**config.mk**
```make
export PLATFORM = sky130hd
export DESIGN_NAME = rot_square_gen
export DESIGN_NICKNAME = d
export VERILOG_FILES = /design/src/rtl/rot_square_gen.sv
export SDC_FILE = /design/constraint.sdc
export NUM_CORES = 1
export LEC_CHECK = 0
export ABC_CLOCK_PERIOD_IN_PS = 5700
export CORE_MARGIN = 2
export CORE_UTILIZATION = 57
export DETAILED_ROUTE_END_ITERATION = 10
export PLACE_DENSITY_LB_ADDON = 0.3
export SLEW_MARGIN = 10
export SYNTH_ARGS = -nofsm -noshare
export SYNTH_HDL_FRONTEND = slang
export SYNTH_SLANG_ARGS = --single-unit
```
**constraint.sdc**
```tcl
create_clock -name clk -period 5.7 [get_ports clk]
set_input_delay 1.71 -clock clk [delete_from_list [all_inputs] [get_ports clk]]
set_output_delay 1.71 -clock clk [all_outputs]
set_load 0.005 [all_outputs]
```
**src/rtl/rot_square_gen.sv**
```systemverilog
// Rotating-square animation source for a 4-digit seven-segment display.
// A prescaler paces a 3-bit position FSM; digit patterns are registered from next-pos.
module rot_square_gen #(
  parameter int TICK_DIV = 25_000_000
) (
  input  logic       clk,
  input  logic       reset,
  input  logic       en,
  input  logic       cw,
  output logic [2:0] pos,
  output logic       step,
  output logic [7:0] in3,
  output logic [7:0] in2,
  output logic [7:0] in1,
  output logic [7:0] in0
);

  localparam int              CNT_W   = $clog2(TICK_DIV);
  localparam logic [CNT_W-1:0] CNT_MAX = CNT_W'(TICK_DIV - 1);

  // Active-low patterns, bit order {dp,g,f,e,d,c,b,a}
  localparam logic [7:0] UP    = 8'h9C;
  localparam logic [7:0] LO    = 8'hA3;
  localparam logic [7:0] BLANK = 8'hFF;

  // Position states: upper squares left-to-right, then lower squares right-to-left
  localparam logic [2:0] S_UP3 = 3'd0;
  localparam logic [2:0] S_UP2 = 3'd1;
  localparam logic [2:0] S_UP1 = 3'd2;
  localparam logic [2:0] S_UP0 = 3'd3;
  localparam logic [2:0] S_LO0 = 3'd4;
  localparam logic [2:0] S_LO1 = 3'd5;
  localparam logic [2:0] S_LO2 = 3'd6;
  localparam logic [2:0] S_LO3 = 3'd7;

  logic [CNT_W-1:0] cnt;
  logic             tick;
  logic [2:0]       pos_next;
  logic [7:0]       in3_next;
  logic [7:0]       in2_next;
  logic [7:0]       in1_next;
  logic [7:0]       in0_next;

  // en low in the wrap cycle suppresses the tick
  assign tick = en && (cnt == CNT_MAX);

  // NOTE: sequential state uses non-blocking assignments so every register
  // samples pre-edge values; blocking here would create order-dependent races.
  always_ff @(posedge clk or posedge reset) begin
    if (reset) begin
      cnt <= '0;
    end else if (!en || tick) begin
      cnt <= '0;
    end else begin
      cnt <= cnt + CNT_W'(1);
    end
  end

  always_comb begin
    pos_next = pos;
    if (tick) begin
      pos_next = cw ? pos + 3'd1 : pos - 3'd1;
    end
  end

  // NOTE: every output of this block gets a default before the case, so no
  // path leaves a value unassigned and no latch is inferred.
  always_comb begin
    in3_next = BLANK;
    in2_next = BLANK;
    in1_next = BLANK;
    in0_next = BLANK;
    case (pos_next)
      S_UP3:   in3_next = UP;
      S_UP2:   in2_next = UP;
      S_UP1:   in1_next = UP;
      S_UP0:   in0_next = UP;
      S_LO0:   in0_next = LO;
      S_LO1:   in1_next = LO;
      S_LO2:   in2_next = LO;
      S_LO3:   in3_next = LO;
      default: in3_next = UP;
    endcase
  end

  // Patterns decode from pos_next so they flip on the same edge as pos
  always_ff @(posedge clk or posedge reset) begin
    if (reset) begin
      pos  <= S_UP3;
      step <= 1'b0;
      in3  <= UP;
      in2  <= BLANK;
      in1  <= BLANK;
      in0  <= BLANK;
    end else begin
      pos  <= pos_next;
      step <= tick;
      in3  <= in3_next;
      in2  <= in2_next;
      in1  <= in1_next;
      in0  <= in0_next;
    end
  end

endmodule

```
=== Yosys cells after proc, flatten, opt, wreduce, memory -nomap -nowiden ===
Cells that the tools add are included.

* Register bits after elaboration: 61
* Input port bits: 4

* Reductions and logical operators: 4
* Mux-type cells: 7
* Equality and inequality tests: 8
* $add $sub $neg: 3

{| class="wikitable"
|+ Operator list
! cell !! number
|-
| case mux 7 bit (2 select lines) || 4
|-
| adder 25 x 1 -> 25 bit, second input constant || 1
|-
| equality test 25 bit, second input constant || 1
|-
| two-way mux 25 bit || 1
|-
| equality test 3 bit, second input constant || 4
|-
| equality test 3 x 2 -> 1 bit, second input constant || 2
|-
| two-way mux 3 bit || 2
|-
| adder 3 x 1 -> 3 bit, second input constant || 1
|-
| equality test 3 x 1 -> 1 bit, second input constant || 1
|-
| zero test 3 bit || 1
|-
| subtractor 3 x 1 -> 3 bit, second input constant || 1
|-
| logical AND 1 bit || 1
|-
| zero test 1 bit || 1
|-
| logical OR 1 bit || 1
|}

=== Longest topological paths before layout ===
Gate-level depths: netlist of the first run.

* Depth after elaboration: 5
* Gate-level depth with buffers: 6

=== Least setup slack after synthesis of the first run ===
OpenSTA, ideal clock, no wires.

* Path kind: in2reg
* Start point: input port cw
* End point: register in0[6]
* Path buffers: 0
* Setup slack: 2.587 ns
* Stages on the path: 5
* Setup time: 0.096 ns
* Arrival time: 3.017 ns
* Required time: 5.604 ns
* Path through: inv_1 > fa_1 > xor3_1 > nand4_1 > nor4bb_1

* Longest elaborated chain between the ends: 4
* Elaborated cells between the ends (all ways): 5

{| class="wikitable"
|+ RTL lines
! what !! RTL line !! text
|-
| start: declaration || 9 || <nowiki>input logic cw,</nowiki>
|-
| two-way mux 3 bit * || 62 || <nowiki>pos_next = cw ? pos + 3'd1 : pos - 3'd1;</nowiki>
|-
| two-way mux 3 bit * || 61 || <nowiki>if (tick) begin</nowiki>
|-
| equality test 3 bit / equality test 3 x 2 -> 1 bit (equally long branches) || 73 || <nowiki>case (pos_next)</nowiki>
|-
| case mux 7 bit (2 select lines) * || 73 ||
|-
| named net in0_next[6] || 42 || <nowiki>logic [7:0] in0_next;</nowiki>
|-
| end signal: assignment || 101 || <nowiki>in0 <= in0_next;</nowiki>
|-
| end: declaration || 15 || <nowiki>output logic [7:0] in0</nowiki>
|}

The timed path passes the listed nets; every way through them passes the cells marked *.

=== Worst setup path after layout of the first run ===
Same ends and word-level chain as after synthesis.

==> results of run 1 <==
## power breakdown
| group | switching, mW | internal [mW] |
|---|---|---|
| registers | 0.00187 | 0.293 |
| logic | 0.0136 | 0.00693 |
| clock network | 0.0973 | 0.0859 |
| total | 0.113 | 0.386 |
## layer usage
layer  wire length (µm)  global-route usage, %  part of all wire (%)
met2               2000                   31.6                    47
met1               1980                   27.0                    46
met4                 89                   9.75                   2.1
met3                200                   3.41                   4.7
met5                  0                      0                     0
## sequential cells by signal, indices dropped and copies added (netlist names)
name and cells:
in0 3, in3 3, in2 3, pos 3
in1 3, step 1, cnt 25
## placed cells by master (no fill, tap or decap), drive strengths merged, types with 4 or more instances in the layout
cell	instances
nor2b	6
conb	4
a21oi	21
nor3	6
or3	8
and4	7
clkbuf	7
nand2	13
xor2	10
dfstp	10
or4	8
o21ai	8
clkdlybuf4s50	35
nand3	13
nor4	4
nor2	20
nand4	12
inv	4
dfrtp	31
o31ai	6
## cell families after synthesis
group	after synthesis	share of synthesized area, %
AO/OA/AOI/OAI	35	8.60
XOR/XNOR	15	6.75
adder cells (fa/ha/maj)	2	1.37
buffers and inverters	37	9.60
flip-flops	41	43.8
multiplexers	1	0.475
other	1	0.158
AND/OR/NAND/NOR	112	29.2
## cell usage after synthesis, types with 2 or more instances
master     n
dfrtp_1   31
buf_4     22
a21oi_1   21
nor2_1    20
nand2_1   13
nand3_1   12
nand4_1   11
dfstp_2   10
xor2_1    10
o21ai_0    8
or4_1      8
or3_1      7
and4_1     6
clkbuf_1   6
nor2b_1    6
nor3_1     6
buf_2      5
o31ai_1    5
inv_1      4
and3_1     3
nand3b_1   3
nor4_1     3
xnor2_1    3
and2_1     2
nor4bb_1   2
## critical path: cells and delay by family
family        cells  cell delay [ns]
buf+inv           2             0.62
fa+ha+maj         1             0.51
xor+xnor          1             0.45
simple gates      2             0.43
## final timing paths
check / endpoint / from
min in group asynchronous: cnt[22] / reset
setup / recovery: in0[6] / cw
hold / removal: cnt[0] / cnt[0]
max in group asynchronous: in1[5] / reset
setup reg to reg: cnt[11] / cnt[8]
hold reg to reg: cnt[0] / cnt[0]
## final cells by class
cell class | instances | area (µm²)
clock buffers | 7 | 76.3
fillers | 344 | 1330
multi-input cells | 169 | 1120
well taps | 50 | 62.6
flip-flops and latches | 41 | 1040
inverters | 4 | 15.0
clock inverters | 1 | 5.00
repair buffers | 36 | 358
==> out/qor.yml, run 1 <==
global_route:
  grt_pass1_vias: 1523
  grtUsageTotal_pct: 20.1
  antenna_found_initial: 0
  grt_pass1_wl_mm: 6.93
  grt_max_degree: 42
  gr-total-overflow: 0
place:
  numPlacedInstances: 300
  dp_hpwl_mm: 2.96
  pre_cts_slack_ns: 1.86
  placed_area_um2: 2590
  io_buffers: 35
  gp_congestion: 0.803
clock_network:
  cts_buffer_depth: 2
  clk_pin_slew_ns: 0.08
  cts_tree: "done"
  cts_buffers: 5
  cts_htree_levels: 2
  post_cts_buffers: 0
  ctsHoldBuffers: 0
  ctsResizeCount: 0
  clk_latency_ns: 0.30
  root_buffer: "clkbuf_8"
  cts_num_sinks: 41
worst_setup_path:
  critPathMaxFanout: 4
  cp.arrival_ns: 3.73
  cp-end-kind: "flip-flop"
  worst_path_max_delay_cell: "clkdlybuf4s50_1"
  reg2reg_slack_ns: 3.28
  start_kind: "input pin"
  crit_chain: "clkdlybuf4s50_1, inv_1, fa_1, xor3_1, nand4_1, nor4bb_1"
  max_stage_delay_ns: 0.54
  critPathKind: "input pin to flip-flop"
  worstPathRequired_ns: 5.89
  r2r_cells: 4
synth:
  synth-seq-area-share_pct: 43.8
  yosys_warnings: 0
  synth_top_cell_area_share_pct: 32.7
  async_reset_ff_share_pct: 100
  postSynthCellCount: 244
  ys_ff_latch: 41
  synth_area_leaders: "dfrtp_1 (33%), dfstp_2 (11%), buf_4 (7.0%), a21oi_1 (4.4%), xor2_1 (3.7%)"
  ys.flop_type: "dfrtp_1"
  synth_top_area_cell: "dfrtp_1"
  synth_cell_types: 42
  postSynthAreaPerCell_um2: 9.72
  netlist_area_um2: 2370
  synth_edf_count: 0
sta:
  rsz0062_at_grt: "false"
  hold_viol_final: 0
  min_period_over_period_pct: 62.0
  setup_viol: 0
  tightestPinTransition_ns: 0.980
  fmax_ghz: 0.283
  hold_ws_ns: 0.485
  worst_slack_ns: 2.17
  slew_viol_final: 0
  clock-skew-final_ns: 0.0116
  finalCriticalPeriod_ns: 3.53
  max_slew_margin_pct: 34.7
  setup_tns_ns: 0
detailed_routing:
  drc_errors: 0
  postRouteAntennaNets: 0
  drt_pass1_iterations: 4
  vias_per_cell: 5.79
  drtIter0Drc: 107
  vias: 1782
  wl_per_cell_um: 13.8
  routed_wl_mm: 4.26
floorplan:
  start_util_pct: 59.3
  die-area_um2: 4690
  core_um2: 4000
  die_w_um: 68.5
  rows: 23
  dieHeight_um: 68.5
  num_io_pins: 40
power_and_ir_drop:
  leakagePower_nw: 1.06
  p_per_area_nw_per_um2: 187
  ir_worst_vdd_mv: 0.125
  finalPower_mw: 0.498
finish:
  final_nets: 263
  area_growth_pct: 12.7
  fin_area_um2: 2670
  layout-drive-gt1-share_pct: 10.1
  stdcell_count: 308
  utilization_pct: 66.8
  n_antenna_cell: 0
worst_hold_path:
  hold_path_class: "flip-flop to flip-flop"
  holdPathStages: 1
outcome:
  status: "complete, no violations"
run:
  max_cap_violations: 0
Power figures use the tool's default switching activity.
==> run 2: changes to the inputs <==
Settings changed: ABC_CLOCK_PERIOD_IN_PS 5700 to 3600, CORE_UTILIZATION 57 to 53.
Clock period 5.7 ns to 3.6 ns, I/O delays scaled along.
==> run 2 against run 1 <==
Effect of this change: cell count up 0.65%; clock-buffer cell count down 1; first-iteration DRC count up 71%; utilization down 4.9 points; hold slack worse by 0.0019 ns; sequential power up 58%; via count up 0.28%; routed wire length up 3.6%; clock power up 59%; register-to-register slack worse by 2.1 ns; critical path depth up 1; critical path type unchanged.
==> out/qor.yml, run 2 (same netlist as run 1, synthesis figures left out) <==
floorplan:
  core_um2: 4320  # was 4000 µm²
  num_io_pins: 40  # unchanged
  die-area_um2: 5020  # was 4690 µm²
  dieHeight_um: 70.9  # was 68.5 µm
  start_util_pct: 54.8  # was 59.3%
  rows: 24  # was 23
  die_w_um: 70.9  # was 68.5 µm
clock_network:
  cts_num_sinks: 41  # unchanged
  cts_htree_levels: 2  # unchanged
  ctsResizeCount: 0  # unchanged
  root_buffer: "clkbuf_8"  # unchanged
  cts_buffers: 5  # unchanged
  cts_tree: "done"  # unchanged
  post_cts_buffers: 0  # unchanged
  cts_buffer_depth: 2  # unchanged
  ctsHoldBuffers: 0  # unchanged
  clk_latency_ns: 0.30  # about the same
  clk_pin_slew_ns: 0.07  # was 0.08 ns
power_and_ir_drop:
  leakagePower_nw: 1.06  # about the same
  ir_worst_vdd_mv: 0.204  # was 0.125 mV
  p_per_area_nw_per_um2: 295  # was 187 nW/µm²
finish:
  final_common_cell: "clkdlybuf4s50_1"  # unchanged
  utilization_pct: 61.9  # was 66.8%
  layout-drive-gt1-share_pct: 10.5  # was 10.1%
  area_growth_pct: 12.8  # was 12.7%
  largest_reg_flops: 25  # unchanged
  top_register: "cnt"  # unchanged
  final_nets: 263  # unchanged
  area.sequential_um2: 1040  # unchanged
  final_cell_mix: "clkdlybuf4s50_1 (35), dfrtp_1 (31), a21oi_1 (21)"  # unchanged
  multi_input_area_um2: 1120  # unchanged
  stdcell_count: 310  # was 308
  fill_cells: 383  # was 344
  n_antenna_cell: 0  # unchanged
global_route:
  grt_pass1_wl_mm: 7.85  # was 6.93 mm
  grt_max_degree: 42  # unchanged
  gr-total-overflow: 0  # unchanged
  antenna_found_initial: 0  # unchanged
  grtUsageTotal_pct: 19.7  # was 20.1%
  grt_pass1_vias: 1694  # was 1523
worst_setup_path:
  start_kind: "input pin"  # unchanged
  cp.arrival_ns: 3.09  # was 3.73 ns
  critPathMaxFanout: 4  # unchanged
  cp-end-kind: "flip-flop"  # unchanged
  critPathKind: "input pin to flip-flop"  # unchanged
  worstPathRequired_ns: 3.80  # was 5.89 ns
sta:
  hold_ws_ns: 0.483  # was 0.485 ns
  slew_viol_final: 0  # unchanged
  hold_viol_final: 0  # unchanged
  setup_tns_ns: 0  # unchanged
  max_slew_margin_pct: 33.3  # was 34.7%
  clock-skew-final_ns: 0.00667  # was 0.0116 ns
  min_period_over_period_pct: 80.4
  setup_viol: 0  # unchanged
  tightestPinTransition_ns: 1.00  # was 0.980 ns
  fmax_ghz: 0.345
  finalCriticalPeriod_ns: 2.89
  rsz0062_at_grt: "false"  # unchanged
detailed_routing:
  drtIter0Drc: 183  # was 107
  drt_pass1_iterations: 4  # unchanged
  wl_met2_mm: 2.07  # was 2.00 mm
  drc_errors: 0  # unchanged
  vias_per_cell: 5.76  # was 5.79
  wl_met1_mm: 2.10  # was 1.98 mm
  postRouteAntennaNets: 0  # unchanged
  vias: 1787  # was 1782
  top_layer: "met4"  # unchanged
  wl_per_cell_um: 14.3  # was 13.8 µm
  routed_wl_mm: 4.42  # was 4.26 mm
  dr_wl_met3_um: 169  # was 200 µm
place:
  gp_congestion: 0.817  # was 0.803
  numPlacedInstances: 302  # was 300
  dp_hpwl_mm: 3.03  # was 2.96 mm
  io_buffers: 35  # unchanged
outcome:
  status: "complete, no violations"  # unchanged
worst_hold_path:
  hold_path_class: "flip-flop to flip-flop"  # unchanged
run:
  max_cap_violations: 0  # unchanged
[run 2: cell types whose count changed in the layout (fill, tap and decap cells not counted)]
cell      previous run  this run
clkinv_2             1         2
clkbuf_1             2         1
[run 2: path summary, 6_finish.rpt]
path | from | endpoint | slack (ns) | cells after the start
worst max register to register | cnt[8] | cnt[5] | 1.17 | 4
worst min-delay path | cnt[0] | cnt[0] | 0.48 | 1
worst min register to register | cnt[0] | cnt[0] | 0.48 | 1
min in group asynchronous | reset | step | 1.21 | 3
max in group asynchronous | reset | in2[6] | 2.01 | 3
worst max-delay path | cw | in2[6] | 0.71 | 7
[run 2: metal layers]
layer  global-route usage (%)  up-vias
met2                     31.5       41
met3                     3.56        7
li1                         -      875
met5                        0        -
met4                     8.18        0
met1                     26.7      864
[run 2: critical path, stage by stage]
cell and delay (ns):
clkdlybuf4s50_1 0.54, inv_1 0.08, fa_1 0.51, xnor3_1 0.44, nand3_1 0.11, nor3_1 0.07, nor4_1 0.27
[run 2: through the flow]
step	instance area, µm²	worst slack (ns)	power (mW)
after global placement	2590	0.478	0.508
after CTS	2680	0.691	0.800
final	2680	0.705	0.790
after floorplan	2380	1.12	0.501
after global routing	2680	0.573	0.820
after detailed placement	2590	0.383	0.508
[run 2: final cells by class]
| class | instances | area share, % |
|---|---|---|
| inverters | 4 | 0.561 |
| multi-input cells | 169 | 41.7 |
| repair buffers | 36 | 13.4 |
| well taps | 52 | 2.43 |
| flip-flops and latches | 41 | 38.8 |
| clock inverters | 2 | 0.374 |
| clock buffers | 6 | 2.71 |
[run 2: report_power, final]
part	internal [mW]	switching, mW	leakage, nW
clock	0.134	0.156	0.0450
combinational	0.0110	0.0215	0.484
sequential	0.464	0.00309	0.536
==> run 3: changes to the inputs <==
Settings changed: ABC_CLOCK_PERIOD_IN_PS 3600 to 2400, CORE_UTILIZATION 53 to 48.
Clock period 3.6 ns to 2.4 ns, I/O delays scaled along.
==> run 3 against run 2 <==
Effect of this change: global-route usage fell by 1.1 points; routed wire length is 4.6% higher; critical path type unchanged; via count grew 2.7%; hold slack lost 0.0030 ns; largest cell class unchanged; register-to-register slack got worse by 0.84 ns; setup slack worse by 0.58 ns.
==> out/qor.yml, run 3 (same netlist as run 1, synthesis figures left out) <==
sta:
  slew_viol_final: 0  # unchanged
  hold_ws_ns: 0.480  # was 0.483 ns
  finalCriticalPeriod_ns: 2.27
  max_slew_margin_pct: 65.9  # was 33.3%
  clock-skew-final_ns: 0.00747  # was 0.00667 ns
  rsz0062_at_grt: "false"  # unchanged
  setup_viol: 0  # unchanged
  min_period_over_period_pct: 94.7
  hold_viol_final: 0  # unchanged
  tightestPinTransition_ns: 0.512  # was 1.00 ns
  worst_slack_ns: 0.126  # was 0.705 ns
  setup_tns_ns: 0  # unchanged
  fmax_ghz: 0.440
place:
  gp_congestion: 0.846  # was 0.817
  dp_hpwl_mm: 3.19  # was 3.03 mm
  pre_cts_slack_ns: -0.366  # was 0.383 ns
  io_buffers: 35  # unchanged
worst_setup_path:
  start_kind: "input pin"  # unchanged
  cp.arrival_ns: 2.47  # was 3.09 ns
  cp-end-kind: "flip-flop"  # unchanged
  critPathMaxFanout: 3  # was 4
  worstPathRequired_ns: 2.60  # was 3.80 ns
  critPathKind: "input pin to flip-flop"  # unchanged
finish:
  top_register: "cnt"  # unchanged
  fill_cells: 442  # was 383
  final_cell_mix: "clkdlybuf4s50_1 (35), dfrtp_1 (31), a21oi_1 (21)"  # unchanged
  n_antenna_cell: 0  # unchanged
  largest_reg_flops: 25  # unchanged
  final_common_cell: "clkdlybuf4s50_1"  # unchanged
  layout-drive-gt1-share_pct: 14.9  # was 10.5%
  area_growth_pct: 17.0  # was 12.8%
  final_nets: 273  # was 263
clock_network:
  cts_buffer_depth: 2  # unchanged
  cts_htree_levels: 2  # unchanged
  root_buffer: "clkbuf_8"  # unchanged
  cts_buffers: 5  # unchanged
  cts_num_sinks: 41  # unchanged
  clk_latency_ns: 0.30  # about the same
  clk_pin_slew_ns: 0.08  # was 0.07 ns
  ctsHoldBuffers: 0  # unchanged
  cts_tree: "done"  # unchanged
detailed_routing:
  routed_wl_mm: 4.62  # was 4.42 mm
  postRouteAntennaNets: 0  # unchanged
  drt_pass1_iterations: 4  # unchanged
  wl_per_cell_um: 13.8  # was 14.3 µm
  drtIter0Drc: 50  # was 183
  vias: 1836  # was 1787
  vias_per_cell: 5.48  # was 5.76
  drc_errors: 0  # unchanged
floorplan:
  die_w_um: 74.3  # was 70.9 µm
  rows: 25  # was 24
  core_um2: 4750  # was 4320 µm²
  die-area_um2: 5520  # was 5020 µm²
  dieHeight_um: 74.3  # was 70.9 µm
  num_io_pins: 40  # unchanged
  start_util_pct: 49.9  # was 54.8%
run:
  max_cap_violations: 0  # unchanged
global_route:
  grt_pass1_vias: 1738  # was 1694
  gr-total-overflow: 0  # unchanged
  grt_max_degree: 42  # unchanged
  antenna_found_initial: 0  # unchanged
  grtUsageTotal_pct: 18.7  # was 19.7%
  grt_pass1_wl_mm: 7.84  # was 7.85 mm
power_and_ir_drop:
  ir_worst_vdd_mv: 0.350  # was 0.204 mV
  leakagePower_nw: 1.11  # was 1.06 nW
  p_per_area_nw_per_um2: 430  # was 295 nW/µm²
worst_hold_path:
  hold_path_class: "flip-flop to flip-flop"  # unchanged
outcome:
  status: "complete, no violations"  # unchanged
-- run 3: worst paths after layout --
check / end / cells past startpoint / slack (ns) / from
min in group asynchronous: cnt[19] / 3 / 0.85 / reset
max in group asynchronous: in2[6] / 3 / 1.18 / reset
setup reg to reg: cnt[24] / 5 / 0.33 / cnt[0]
hold reg to reg: cnt[0] / 1 / 0.48 / cnt[0]
hold / removal: cnt[0] / 1 / 0.48 / cnt[0]
setup / recovery: in1[6] / 8 / 0.13 / cw
-- run 3: routing by layer --
layer	wire length [µm]	track usage (%)	up-vias
met5	0	0	-
met1	2080	24.0	883
met2	2280	30.7	44
met4	64	7.14	0
li1	-	-	902
met3	193	4.47	7
-- run 3: final cells by class --
| class | instances | area [µm²] | area share (%) |
|---|---|---|---|
| multi-input combinational | 169 | 1120 | 40.4 |
| sequential | 41 | 1040 | 37.4 |
| timing repair buffer | 46 | 433 | 15.6 |
| tap | 67 | 83.8 | 3.02 |
| clock buffer | 6 | 72.6 | 2.62 |
| inverter | 4 | 15.0 | 0.541 |
| clock inverter | 2 | 10.0 | 0.361 |
-- run 3: repair_timing --
item	CTS	global route
gates resized for setup	2	1
setup buffers	0	1
pin swaps	1	2
setup endpoints to repair	2	4
-- run 3: worst max-delay path: stages --
cell	delay, ns
clkdlybuf4s50_1	0.49
inv_1	0.07
fa_2	0.42
xnor3_2	0.24
buf_4	0.15
nand2_1	0.05
nor3_1	0.05
nor4_1	0.27
-- run 3: per-stage QoR --
stage          std cells  power (mW)  cell area (µm²)  utilization [%]
6_report             335        1.19             2770             58.3
4_1_cts              334        1.21             2760             58.1
2_1_floorplan        247       0.751             2380                -
5_1_grt              335        1.24             2770             58.3
3_3_place_gp         326       0.767             2680             56.3
3_5_place_dp         326       0.768             2680             56.3
-- run 3: where the power goes --
part	switching, mW	internal, mW	leakage (nW)
clock network	0.236	0.202	0.0450
logic	0.0342	0.0218	0.533
registers	0.00433	0.695	0.536
total	0.274	0.919	1.11
